--- config.mk ---
export PLATFORM = sky130hd
export DESIGN_NAME = bsnn_spike_classifier
export DESIGN_NICKNAME = d
export VERILOG_FILES = /design/src/rtl/bsnn_spike_classifier.sv
export SDC_FILE = /design/constraint.sdc
export NUM_CORES = 1
export LEC_CHECK = 0
export BUFFER_PORTS_ARGS = -buffer_cell sky130_fd_sc_hd__buf_4
export CORE_MARGIN = 2
export CORE_UTILIZATION = 45
export CTS_CLUSTER_SIZE = 8
export DETAILED_ROUTE_END_ITERATION = 10
export GPL_TIMING_DRIVEN = 1
export PLACE_DENSITY = 0.67
export SETUP_SLACK_MARGIN = 0.1
export SKIP_CTS_REPAIR_TIMING = 1
export SYNTH_ARGS = -nofsm -noshare
export SYNTH_HDL_FRONTEND = slang
export SYNTH_SLANG_ARGS = --single-unit
export TNS_END_PERCENT = 10
--- constraint.sdc ---
create_clock -name clk -period 5 [get_ports clk]
set_clock_uncertainty 0.1 [all_clocks]
set_input_delay 0.25 -clock clk [delete_from_list [all_inputs] [get_ports clk]]
set_output_delay 0.25 -clock clk [all_outputs]
set_load 0.01 [all_outputs]
--- src/rtl/bsnn_spike_classifier.sv ---
// bsnn_spike_classifier: per-class spike counts over a frame of spike vectors, then a sequential argmax scan.
module bsnn_spike_classifier #(
  parameter int N_NEURONS   = 256,
  parameter int NUM_CLASSES = 8,
  parameter int TIMESTEPS   = 16,
  localparam int GROUP = N_NEURONS / NUM_CLASSES,
  localparam int CNT_W = $clog2(GROUP * TIMESTEPS + 1),
  localparam int IDX_W = $clog2(NUM_CLASSES)
) (
  input  logic                 clk,
  input  logic                 rst,
  input  logic                 valid_in,
  output logic                 ready_in,
  input  logic [N_NEURONS-1:0] spikes_in,
  output logic                 valid_out,
  input  logic                 ready_out,
  output logic [IDX_W-1:0]     class_out,
  output logic [CNT_W-1:0]     score_out
);
  localparam int STEP_W = TIMESTEPS > 1 ? $clog2(TIMESTEPS) : 1;

  if (N_NEURONS % NUM_CLASSES != 0 || NUM_CLASSES < 2 || TIMESTEPS < 1) begin : g_bad_params
    $error("bsnn_spike_classifier: illegal parameter combination");
  end

  typedef enum logic [1:0] {ACCUM, SCAN, OUT} state_t;

  state_t            state, state_nxt;
  logic [STEP_W-1:0] step;
  logic [IDX_W-1:0]  idx, best_idx;
  logic [CNT_W-1:0]  best_score;
  logic [CNT_W-1:0]  acc [NUM_CLASSES];
  logic [CNT_W-1:0]  pop [NUM_CLASSES];
  logic              accept, last_step, last_idx, better;

  assign ready_in  = state == ACCUM;
  assign valid_out = state == OUT;
  assign accept    = valid_in && ready_in;
  assign last_step = step == STEP_W'(TIMESTEPS - 1);
  assign last_idx  = idx == IDX_W'(NUM_CLASSES - 1);
  assign better    = acc[idx] > best_score;

  always_comb
    for (int c = 0; c < NUM_CLASSES; c++)
      pop[c] = CNT_W'($countones(spikes_in[c*GROUP +: GROUP]));

  always_ff @(posedge clk or posedge rst)
    if (rst) state <= ACCUM;
    else     state <= state_nxt;

  always_comb begin
    state_nxt = state;
    state_nxt = (accept && last_step)        ? SCAN  :
                (state == SCAN && last_idx)  ? OUT   :
                (valid_out && ready_out)     ? ACCUM : state;
  end

  always_ff @(posedge clk or posedge rst)
    if (rst) begin
      step       <= '0;
      idx        <= '0;
      best_idx   <= '0;
      best_score <= '0;
      class_out  <= '0;
      score_out  <= '0;
      for (int c = 0; c < NUM_CLASSES; c++) acc[c] <= '0;
    end else begin
      if (accept) begin
        for (int c = 0; c < NUM_CLASSES; c++) acc[c] <= acc[c] + pop[c];
        step <= last_step ? '0 : step + STEP_W'(1);
        if (last_step) begin
          idx        <= '0;
          best_idx   <= '0;
          best_score <= '0;
        end
      end
      if (state == SCAN) begin
        if (better) begin
          best_score <= acc[idx];
          best_idx   <= idx;
        end
        idx <= idx + IDX_W'(1);
        // Outputs are loaded only at the end of the scan so they hold across the next frame.
        if (last_idx) begin
          class_out <= better ? idx : best_idx;
          score_out <= better ? acc[idx] : best_score;
        end
      end
      if (valid_out && ready_out)
        for (int c = 0; c < NUM_CLASSES; c++) acc[c] <= '0;
    end
endmodule

==> results of run 1 <==
-- metal layers --
| layer | vias up | track usage [%] |
|---|---|---|
| met5 | - | 0 |
| met4 | 0 | 4.228 |
| met3 | 33 | 3.286 |
| met2 | 292 | 36.15 |
| met1 | 5414 | 26.98 |
| li1 | 5227 | - |
-- power by group through the flow --
stage	Combinational, mW	Clock, mW	Sequential (mW)
floorplan	9.04	0	1.16
global placement	12.4	0	1.30
detailed placement	12.6	0	1.30
CTS	12.8	1.38	1.29
global route	14.7	1.43	1.29
finish	12.7	1.37	1.28
-- cell type report --
type	count	area, um^2	area share (%)
tap	396	495.5	2.819
sequential	115	2878	16.37
multi-input combinational	897	9768	55.58
timing repair buffer	321	2410	13.71
clock inverter	9	173.9	0.9896
inverter	362	1361	7.746
clock buffer	23	488.0	2.777
-- synthesized netlist by cell type, types with 4 or more instances --
| master | n |
|---|---|
| nor2b_1 | 11 |
| nor3b_1 | 13 |
| o21ai_0 | 43 |
| nor4_1 | 5 |
| mux4_2 | 20 |
| xnor2_1 | 20 |
| o31ai_1 | 5 |
| and3_1 | 21 |
| o31a_1 | 5 |
| nand3b_1 | 6 |
| a21oi_1 | 45 |
| inv_1 | 362 |
| nand2b_1 | 8 |
| a32o_1 | 5 |
| a21o_1 | 18 |
| fa_1 | 208 |
| clkbuf_1 | 15 |
| nor2_1 | 14 |
| and2_1 | 4 |
| nand3_1 | 45 |
| a22o_1 | 11 |
| o22ai_1 | 6 |
| nor4b_1 | 7 |
| a2111oi_0 | 5 |
| mux2i_1 | 33 |
| buf_2 | 13 |
| nand4_1 | 5 |
| ha_1 | 133 |
| dfrtp_1 | 115 |
| a211oi_1 | 15 |
| or3_1 | 28 |
| o21a_1 | 15 |
| or4b_1 | 8 |
| buf_4 | 5 |
| o211ai_1 | 21 |
| nor3_1 | 8 |
| nand2_1 | 78 |
-- kinds of logic after synthesis --
logic type                 count (synthesis)
buffers and inverters                    399
adders and majority gates                341
and+or+nand+nor                          270
AOI/OAI and AO/OA                        211
DFF                                      115
muxes                                     53
xor gates and xnor gates                  22
-- flip-flops by register name, indices dropped and copies added (netlist names) --
register / count
best_score: 10
step: 4
best_idx: 3
score_out: 10
acc: 80
idx: 3
state: 2
class_out: 3
-- worst max path at each step --
stage | cells past startpoint | slack (ps) | end | start
2_1_floorplan | 16 | 50 | acc[15] | spikes_in[192]
4_1_cts | 14 | 90 | acc[16] | acc[10]
3_3_place_gp | 16 | -170 | acc[6] | spikes_in[224]
5_1_grt | 16 | 50 | acc[27] | acc[20]
6_report | 16 | 210 | acc[68] | spikes_in[32]
3_5_place_dp | 16 | -270 | acc[16] | spikes_in[192]
-- per-stage QoR --
step	cell area [um^2]	setup slack [ps]	std cells	total power, mW
2_1_floorplan	14160	54.86	1411	10.20
3_3_place_gp	16860	-171.2	2087	13.67
3_5_place_dp	16860	-272.2	2087	13.93
4_1_cts	17520	91.72	2119	15.42
5_1_grt	17570	47.34	2123	17.44
6_report	17570	213.6	2123	15.36
==> flow_metrics.env, run 1 <==
export IMPL_cp_required_ps=5190
export IMPL_pwr_share_clk_pct=9.0
export IMPL_synth_compound_area_share_pct=10.20
export IMPL_cp_common_cell="fa_1"
export IMPL_power_share_sequential_pct=8.3
export IMPL_synth_area_mm2=0.01416
export IMPL_dr_pass1_iters=5
export IMPL_fin_nets=2315
export IMPL_path_buf_inv=3
export IMPL_crit_family="adder cells"
export IMPL_drt_iter0_drc=731
export IMPL_drt_total_wl_um=32560
export IMPL_grt_first_pass_wirelength_um=54640
export IMPL_clockBufferDepth=2
export IMPL_r2r_start="acc[20]"
export IMPL_crit_slowest_cell="fa_1"
export IMPL_slew_headroom_pct=28.81
export IMPL_worstSetupStartpointType="primary input"
export IMPL_leakagePower_nw=9.548
export IMPL_end_kind="flip-flop"
export IMPL_yosysSeqAreaShare_pct=20.33
export IMPL_switchingPower_mw=6.870
export IMPL_critical_path_max_fanout=3
export IMPL_final_cell_mix="inv_1, buf_4, fa_1"
export IMPL_vias=10970
export IMPL_r2r_cells=14
export IMPL_async_flop_share_pct=100.0
export IMPL_ys_top_cells_by_area="fa_1, dfrtp_1, ha_1"
export IMPL_ys_flop_type="dfrtp_1"
export IMPL_violations="negative hold slack"
export IMPL_synth_nets=2012
export IMPL_cts_sinks=115
export IMPL_synth_top_cell_area_share_pct=29.41
export IMPL_hp_class="primary input to async pin"
export IMPL_yosys_area_top_type="fa_1"
export IMPL_maxCapViolations=0
export IMPL_start_util_pct=46.04
export IMPL_grt_ovfl_total=0
export IMPL_antenna_cells=0
export IMPL_clkLatencyLatePin_ps=430
export IMPL_fin_crit_sh_pct=95.73
export IMPL_utilization_pct=57.15
export IMPL_die_y_um=181.4
export IMPL_fmax_mhz=208.9
export IMPL_die_w_um=181.4
export IMPL_synth_seq_cells=115
export IMPL_core_mm2=0.03075
export IMPL_rsz0062_at_grt="true"
export IMPL_combPwrFrac_pct=82.7
export IMPL_final_common_cell="inv_1"
export IMPL_reg2reg_to="acc[26]"
export IMPL_port_buffers=274
export IMPL_synth_edf_count=0
export IMPL_wl_met2_um=16630
export IMPL_cts_htree_levels=4
export IMPL_yosys_area_share_adder_pct=41.17
export IMPL_worstSetupPathType="primary input to flip-flop"
export IMPL_drive_above_1_share_pct=22.64
export IMPL_hpwl_um=26870
export IMPL_syn_avg_cell_area_um2=10.03
export IMPL_setup_viol=0
export IMPL_tightest_slew_ps=1068
export IMPL_synth_cells=1411
export IMPL_grt_usage_pct=20.59
export IMPL_tns_ps=0
export IMPL_io_pins=275
export IMPL_drv_slew=0
export IMPL_synth_xor_area_share_pct=1.361
export IMPL_place_gp_congestion=0.8617
export IMPL_status="finished, violations left"
export IMPL_cts_buffers=17
export IMPL_rrSetupSlack_ps=220
export IMPL_synth_top_family_by_area="adder cells"
export IMPL_vdd_ir_drop_max_mv=0.5939
export IMPL_ys_types=56
export IMPL_hold_ws_ps=-33.79
export IMPL_ys_warn_count=0
export IMPL_postRouteAntennaNets=0
export IMPL_drcViolationCount=0
export IMPL_clk_pin_slew_ps=60
export IMPL_crit_path_cell_trace="buf_4 > fa_1 > inv_1 > fa_1 > fa_1 > fa_1 > fa_1 > fa_1 > fa_2 > inv_1 > fa_2 > a21o_1 > a21o_1 > and2_1 > o2111a_1 > mux2i_1"
export IMPL_nFillCells=2697
export IMPL_internal_power_mw=8.492
export IMPL_area_growth_pct=24.15
export IMPL_viasPerCell=5.165
export IMPL_muxShareOfSynthArea_pct=5.515
export IMPL_period_needed_ps=4786
export IMPL_swShare_pct=44.72
export IMPL_synth_simple_area_share_pct=10.49
export IMPL_power_density_mw_per_mm2=874.1
export IMPL_antenna_found_initial=0
export IMPL_hold_violations=73
export IMPL_critPathMaxStageDelay_ps=550
export IMPL_cp_arrival_ps=4980
export IMPL_top_layer="met4"
export IMPL_root_buffer="clkbuf_16"
export IMPL_wl_met3_um=1795
export IMPL_grt_pass1_vias=11360
export IMPL_cts_tree="built"
export IMPL_grt_max_degree=75
export IMPL_dieArea_mm2=0.03289
export IMPL_rows=64
export IMPL_wl_met1_um=13730
export IMPL_wl_per_cell_um=15.34
(Power assumes the default switching activity.)
==> inputs of run 2 (changes only) <==
--- a/config.mk
+++ b/config.mk
@@ -6,8 +6,10 @@
 export NUM_CORES = 1
 export LEC_CHECK = 0
 export BUFFER_PORTS_ARGS = -buffer_cell sky130_fd_sc_hd__buf_4
+export CORE_ASPECT_RATIO = 1.1
 export CORE_MARGIN = 2
 export CORE_UTILIZATION = 45
+export CTS_BUF_LIST = sky130_fd_sc_hd__clkbuf_8
 export CTS_CLUSTER_SIZE = 8
 export DETAILED_ROUTE_END_ITERATION = 10
 export GPL_TIMING_DRIVEN = 1
==> run 2 against run 1 <==
Effect of this change:
- the run still ends with negative hold slack left
- hold slack got worse by 49 ps
- global-route usage grew 0.45 points
- fmax hardly changed
- worst setup slack better by 0.51 ps
- register-to-register slack about the same
- sequential share of layout area increased by 0.21 points
- final area fell by 1.2%
- critical path depth is the same
- sequential power about the same
==> flow_metrics.env, run 2 (synthesized netlist as in run 1, its figures left out) <==
export IMPL_status="finished, violations left"
export IMPL_violations="negative hold slack"
export IMPL_dr_pass1_iters=5
export IMPL_top_register="acc"
export IMPL_utilization_pct=55.75
export IMPL_die_w_um=173.1
export IMPL_top_regs="acc: 80 flops, best_score: 10 flops, score_out: 10 flops"
export IMPL_fmax_mhz=208.9
export IMPL_place_gp_congestion=0.8539
export IMPL_grt_pass1_vias=11700
export IMPL_grt_ovfl_total=0
export IMPL_instances_no_fill=2149
export IMPL_die_y_um=190.0
export IMPL_slew_headroom_pct=32.38
export IMPL_vias=11050
export IMPL_clk_pin_slew_ps=80
export IMPL_final_area_mm2=0.01736
export IMPL_dp_cells=2110
export IMPL_largest_reg_flops=80
export IMPL_critPathMaxStageDelay_ps=570
export IMPL_hp_class="primary input to async pin"
export IMPL_grt_first_pass_wirelength_um=55940
export IMPL_root_buffer="clkbuf_8"
export IMPL_drt_total_wl_um=32560
export IMPL_postRouteAntennaNets=0
export IMPL_crit_path_cell_trace="buf_4 > inv_1 > fa_1 > fa_1 > fa_1 > fa_1 > fa_1 > fa_1 > fa_2 > inv_2 > fa_2 > a21o_1 > a21o_1 > a21oi_2 > or4b_1 > nand3_1"
export IMPL_dieArea_mm2=0.03289
export IMPL_worstSetupStartpointType="primary input"
export IMPL_port_buffers=274
export IMPL_hold_ws_ps=-82.50
export IMPL_drt_iter0_drc=576
export IMPL_leakagePower_nw=9.429
export IMPL_crit_family="adder cells"
export IMPL_io_pins=275
export IMPL_fin_nets=2316
export IMPL_end_kind="flip-flop"
export IMPL_final_cell_mix="inv_1, buf_4, fa_1"
export IMPL_wl_per_cell_um=15.15
export IMPL_critical_path_max_fanout=3
export IMPL_vdd_ir_drop_max_mv=0.6855
export IMPL_drive_above_1_share_pct=22.80
export IMPL_drcViolationCount=0
export IMPL_fin_crit_sh_pct=95.72
export IMPL_path_buf_inv=3
export IMPL_grt_usage_pct=21.04
export IMPL_maxCapViolations=0
export IMPL_grt_max_degree=77
export IMPL_cp_required_ps=5280
export IMPL_crit_start="spikes_in[229]"
export IMPL_worstSetupPathType="primary input to flip-flop"
export IMPL_r2r_start="acc[0]"
export IMPL_rsz0062_at_grt="true"
export IMPL_period_needed_ps=4786
export IMPL_clockBufferDepth=2
export IMPL_area_growth_pct=22.64
export IMPL_final_common_cell="inv_1"
export IMPL_hpwl_um=27330
export IMPL_power_density_mw_per_mm2=856.0
export IMPL_cp_common_cell="fa_1"
export IMPL_cts_buffers=17
export IMPL_crit_slowest_cell="fa_1"
export IMPL_tightest_slew_ps=1011
export IMPL_antenna_found_initial=1
export IMPL_hold_violations=75
export IMPL_start_util_pct=45.46
export IMPL_rows=68
export IMPL_cp_arrival_ps=5060
export IMPL_core_mm2=0.03114
export IMPL_cts_htree_levels=4
export IMPL_post_dp_cell_area_mm2=0.01688
export IMPL_setup_viol=0
export IMPL_cts_sinks=115
export IMPL_viasPerCell=5.140
export IMPL_cts_tree="built"
export IMPL_drv_slew=0
export IMPL_clkLatencyLatePin_ps=450
==> run 2: cell count changes in the layout (fill, tap and decap cells not counted), sizes merged <==
cell      change
buf           +1
diode         +1
clkinv        +3
clkinvlp      +4
bufinv        -2
clkbuf        -5
==> run 2: area by class of cell <==
type	instances	area (um^2)
diodes	1	2.502
clock buffers	18	247.7
clock inverters	14	162.7
fillers	2823	13780
inverters	362	1361
multi-input cells	897	9762
flip-flops and latches	115	2879
well taps	420	525.5
repair buffers	322	2421
==> run 2: final timing paths <==
path	endpoint	slack, ps	cells after the start
worst min-delay path	acc[70]	-80	2
min in group clk	acc[30]	140	4
worst min register to register	acc[39]	380	1
worst max register to register	acc[6]	230	14
max in group asynchronous	acc[10]	3750	3
worst max-delay path	acc[6]	210	16
==> run 2: report_power, final <==
group | internal [mW] | switching [mW] | leakage, nW | total [mW]
clock | 0.501 | 0.407 | 0.200 | 0.908
combinational | 6.48 | 6.20 | 7.71 | 12.7
sequential | 1.07 | 0.209 | 1.52 | 1.28
total | 8.05 | 6.82 | 9.43 | 14.9
==> run 2: layer usage <==
metal  vias up  GRT usage (%)  part of all wire (%)
met5         -              0                     0
met4         0          5.346                   2.2
li1       5227              -                     -
met3        48          3.437                   4.5
met1      5489          26.55                    41
met2       281          37.72                    52
==> run 2: worst reg2reg max path, cell delays in order, from the launching register on <==
cell and delay, ps:
dfrtp_1 400, inv_2 90, fa_1 440, fa_1 530
fa_1 570, fa_1 430, fa_1 500, fa_2 390
inv_2 70, fa_2 190, a21o_1 110, a21o_1 180
a21oi_2 80, or4b_1 530, nand3_1 100
==> run 2: per-stage QoR <==
stage	power [mW]	hold slack, ps	setup TNS [ps]	worst slack [ps]
6_report	14.86	-82.50	0	214.1
5_1_grt	16.93	13.41	0	22.34
4_1_cts	14.97	-44.95	0	117.3
3_5_place_dp	13.96	369.3	-4932	-255.2
3_3_place_gp	13.61	357.7	-3210	-187.4
2_1_floorplan	10.20	339.6	0	54.86
==> inputs of run 3 (changes only) <==
--- a/config.mk
+++ b/config.mk
@@ -5,11 +5,11 @@
 export SDC_FILE = /design/constraint.sdc
 export NUM_CORES = 1
 export LEC_CHECK = 0
+export ABC_AREA = 1
 export BUFFER_PORTS_ARGS = -buffer_cell sky130_fd_sc_hd__buf_4
 export CORE_ASPECT_RATIO = 1.1
 export CORE_MARGIN = 2
 export CORE_UTILIZATION = 45
-export CTS_BUF_LIST = sky130_fd_sc_hd__clkbuf_8
 export CTS_CLUSTER_SIZE = 8
 export DETAILED_ROUTE_END_ITERATION = 10
 export GPL_TIMING_DRIVEN = 1
==> run 3 against run 2 <==
Effect of this change:
- routed wire length decreased by 1.0%
- final area rose by 0.19%
- core utilization down 0.50 points
- worst setup slack better by 220 ps
- register-to-register slack improved by 210 ps
- hold slack improved by 22 ps
- critical path type is now flip-flop to flip-flop
- final cell count increased by 14%
- clock power up 37%
- count of clock-buffer cells in the layout down 1
- die area up 1.6%
- total power down 44%
- the run still ends with negative hold slack left
- combinational power shrank 51%
==> flow_metrics.env, run 3 <==
export IMPL_syn_avg_cell_area_um2=8.148
export IMPL_core_mm2=0.03148
export IMPL_root_buffer="clkbuf_16"
export IMPL_place_gp_congestion=0.8617
export IMPL_slew_headroom_pct=38.13
export IMPL_top_register="acc"
export IMPL_antenna_found_initial=0
export IMPL_final_cell_mix="inv_1, nand2_1, buf_4"
export IMPL_cp_arrival_ps=4770
export IMPL_yosysSeqAreaShare_pct=20.00
export IMPL_hold_violations=67
export IMPL_vdd_ir_drop_max_mv=0.3384
export IMPL_synth_top_cell_area_share_pct=28.94
export IMPL_fin_nets=2624
export IMPL_violations="negative hold slack"
export IMPL_ys_types=32
export IMPL_grt_usage_pct=20.26
export IMPL_synthTopCellsByCount="inv_1, nand2_1, fa_1, nand3_1, ha_1"
export IMPL_hold_ws_ps=-60.10
export IMPL_cts_tree="built"
export IMPL_grt_first_pass_wirelength_um=55530
export IMPL_hpwl_um=25840
export IMPL_viasPerCell=4.808
export IMPL_synth_nets=2367
export IMPL_die_y_um=191.6
export IMPL_postRouteAntennaNets=0
export IMPL_synth_area_mm2=0.01439
export IMPL_worstSetupStartpointType="flip-flop"
export IMPL_rrSetupSlack_ps=440
export IMPL_setup_viol=0
export IMPL_period_needed_ps=4562
export IMPL_crit_start="acc[0]"
export IMPL_grt_pass1_vias=12250
export IMPL_fin_crit_sh_pct=91.24
export IMPL_worstSetupPathType="flip-flop to flip-flop"
export IMPL_maxCapViolations=0
export IMPL_drcViolationCount=0
export IMPL_top_regs="acc: 80 flops, best_score: 10 flops, score_out: 10 flops"
export IMPL_synth_edf_count=0
export IMPL_async_flop_share_pct=100.0
export IMPL_clkLatencyLatePin_ps=430
export IMPL_clk_pin_slew_ps=60
export IMPL_die_w_um=174.5
export IMPL_synth_cells=1766
export IMPL_multiInputGateArea_mm2=0.009474
export IMPL_r2r_cells=16
export IMPL_ys_top_cells_by_area="fa_1, dfrtp_1, inv_1"
export IMPL_grt_ovfl_total=0
export IMPL_hp_class="primary input to async pin"
export IMPL_cts_htree_levels=4
export IMPL_cts_sinks=115
export IMPL_tightest_slew_ps=928.1
export IMPL_utilization_pct=55.26
export IMPL_end_kind="flip-flop"
export IMPL_dr_pass1_iters=5
export IMPL_start_util_pct=45.71
export IMPL_fmax_mhz=219.2
export IMPL_tns_ps=0
export IMPL_yosys_area_top_type="fa_1"
export IMPL_final_common_cell="inv_1"
export IMPL_wl_per_cell_um=13.12
export IMPL_rsz0062_at_grt="false"
export IMPL_rows=68
export IMPL_io_pins=275
export IMPL_dieArea_mm2=0.03343
export IMPL_ys_flop_type="dfrtp_1"
export IMPL_synth_seq_cells=115
export IMPL_ys_warn_count=0
export IMPL_drt_total_wl_um=32220
export IMPL_cts_buffers=17
export IMPL_drv_slew=0
export IMPL_antenna_cells=0
export IMPL_leakagePower_nw=9.879
export IMPL_drt_iter0_drc=493
export IMPL_grt_max_degree=69
export IMPL_cp_required_ps=5210
export IMPL_critical_path_max_fanout=4
export IMPL_clockBufferDepth=2
export IMPL_power_density_mw_per_mm2=480.1
export IMPL_status="finished, violations left"
export IMPL_regArea_mm2=0.002878
export IMPL_r2r_start="acc[0]"
export IMPL_largest_reg_flops=80
export IMPL_area_growth_pct=20.88
export IMPL_reg2reg_to="acc[6]"
export IMPL_drive_above_1_share_pct=16.80
export IMPL_vias=11810
export IMPL_nFillCells=2920
export IMPL_port_buffers=274
export IMPL_yosysMostFrequentCell="inv_1"
==> run 3: cell count changes after synthesis, moves of 21 or more <==
cell / change
nand2_1: +261
or3_1: -28
and3_1: -21
o211ai_1: -21
mux2i_1: -33
inv_1: +121
nand3_1: +146
a21oi_1: +25
==> run 3: stage by stage <==
stage	power, mW	std cells	instance area [um^2]	worst slack (ps)
floorplan	5.767	1766	14390	425.2
global placement	7.016	2424	16800	68.26
detailed placement	7.159	2424	16800	20.99
CTS	8.463	2456	17400	440.3
global route	9.442	2456	17400	206.6
finish	8.352	2456	17400	438.1
==> run 3: how the worst max path moves through the flow <==
| stage | end | slack (ps) |
|---|---|---|
| floorplan | acc[58] | 430 |
| global placement | acc[38] | 70 |
| detailed placement | acc[38] | 20 |
| CTS | acc[6] | 440 |
| global route | acc[6] | 210 |
| finish | acc[6] | 440 |
==> run 3: critical path: stages (launching register included) <==
cell and delay [ps]:
dfrtp_1 350, inv_1 220, fa_1 460, fa_1 540, fa_1 450, fa_1 540, fa_1 420, fa_1 370
inv_1 110, fa_1 220, nand3_1 90, nand2_1 140, nand2_1 60, nand3_1 100, a21oi_1 80, o21ai_0 120
nand2_1 60
==> run 3: where the power goes <==
| group | internal [mW] | leakage (nW) | switching, mW |
|---|---|---|---|
| Sequential | 0.931 | 1.25 | 0 |
| Combinational | 2.59 | 8.34 | 3.59 |
| Clock | 0.746 | 0.290 | 0.497 |
==> run 3: cell type report <==
cell class	count	area share [%]
inverters	490	10.60
flip-flops and latches	115	16.54
multi-input cells	1122	54.46
clock buffers	17	2.446
repair buffers	277	11.95
well taps	420	3.021
clock inverters	15	0.9710
==> run 3: per-layer routing <==
| layer | global-route usage, % | wire length (um) |
|---|---|---|
| met1 | 26.23 | 14110 |
| met2 | 35.96 | 16310 |
| met3 | 2.605 | 1299 |
| met4 | 5.256 | 494 |
| met5 | 0 | 0 |
==> run 3: logic make-up (layout without fill, tap and decap cells) <==
logic type	count (synthesis)	after routing	synth area share [%]
compound gates	165	165	6.156
simple gates	607	607	18.63
xor+xnor	9	9	0.5478
flops	115	115	20.00
fa+ha+maj	341	341	40.50
buf+inv	529	799	14.16
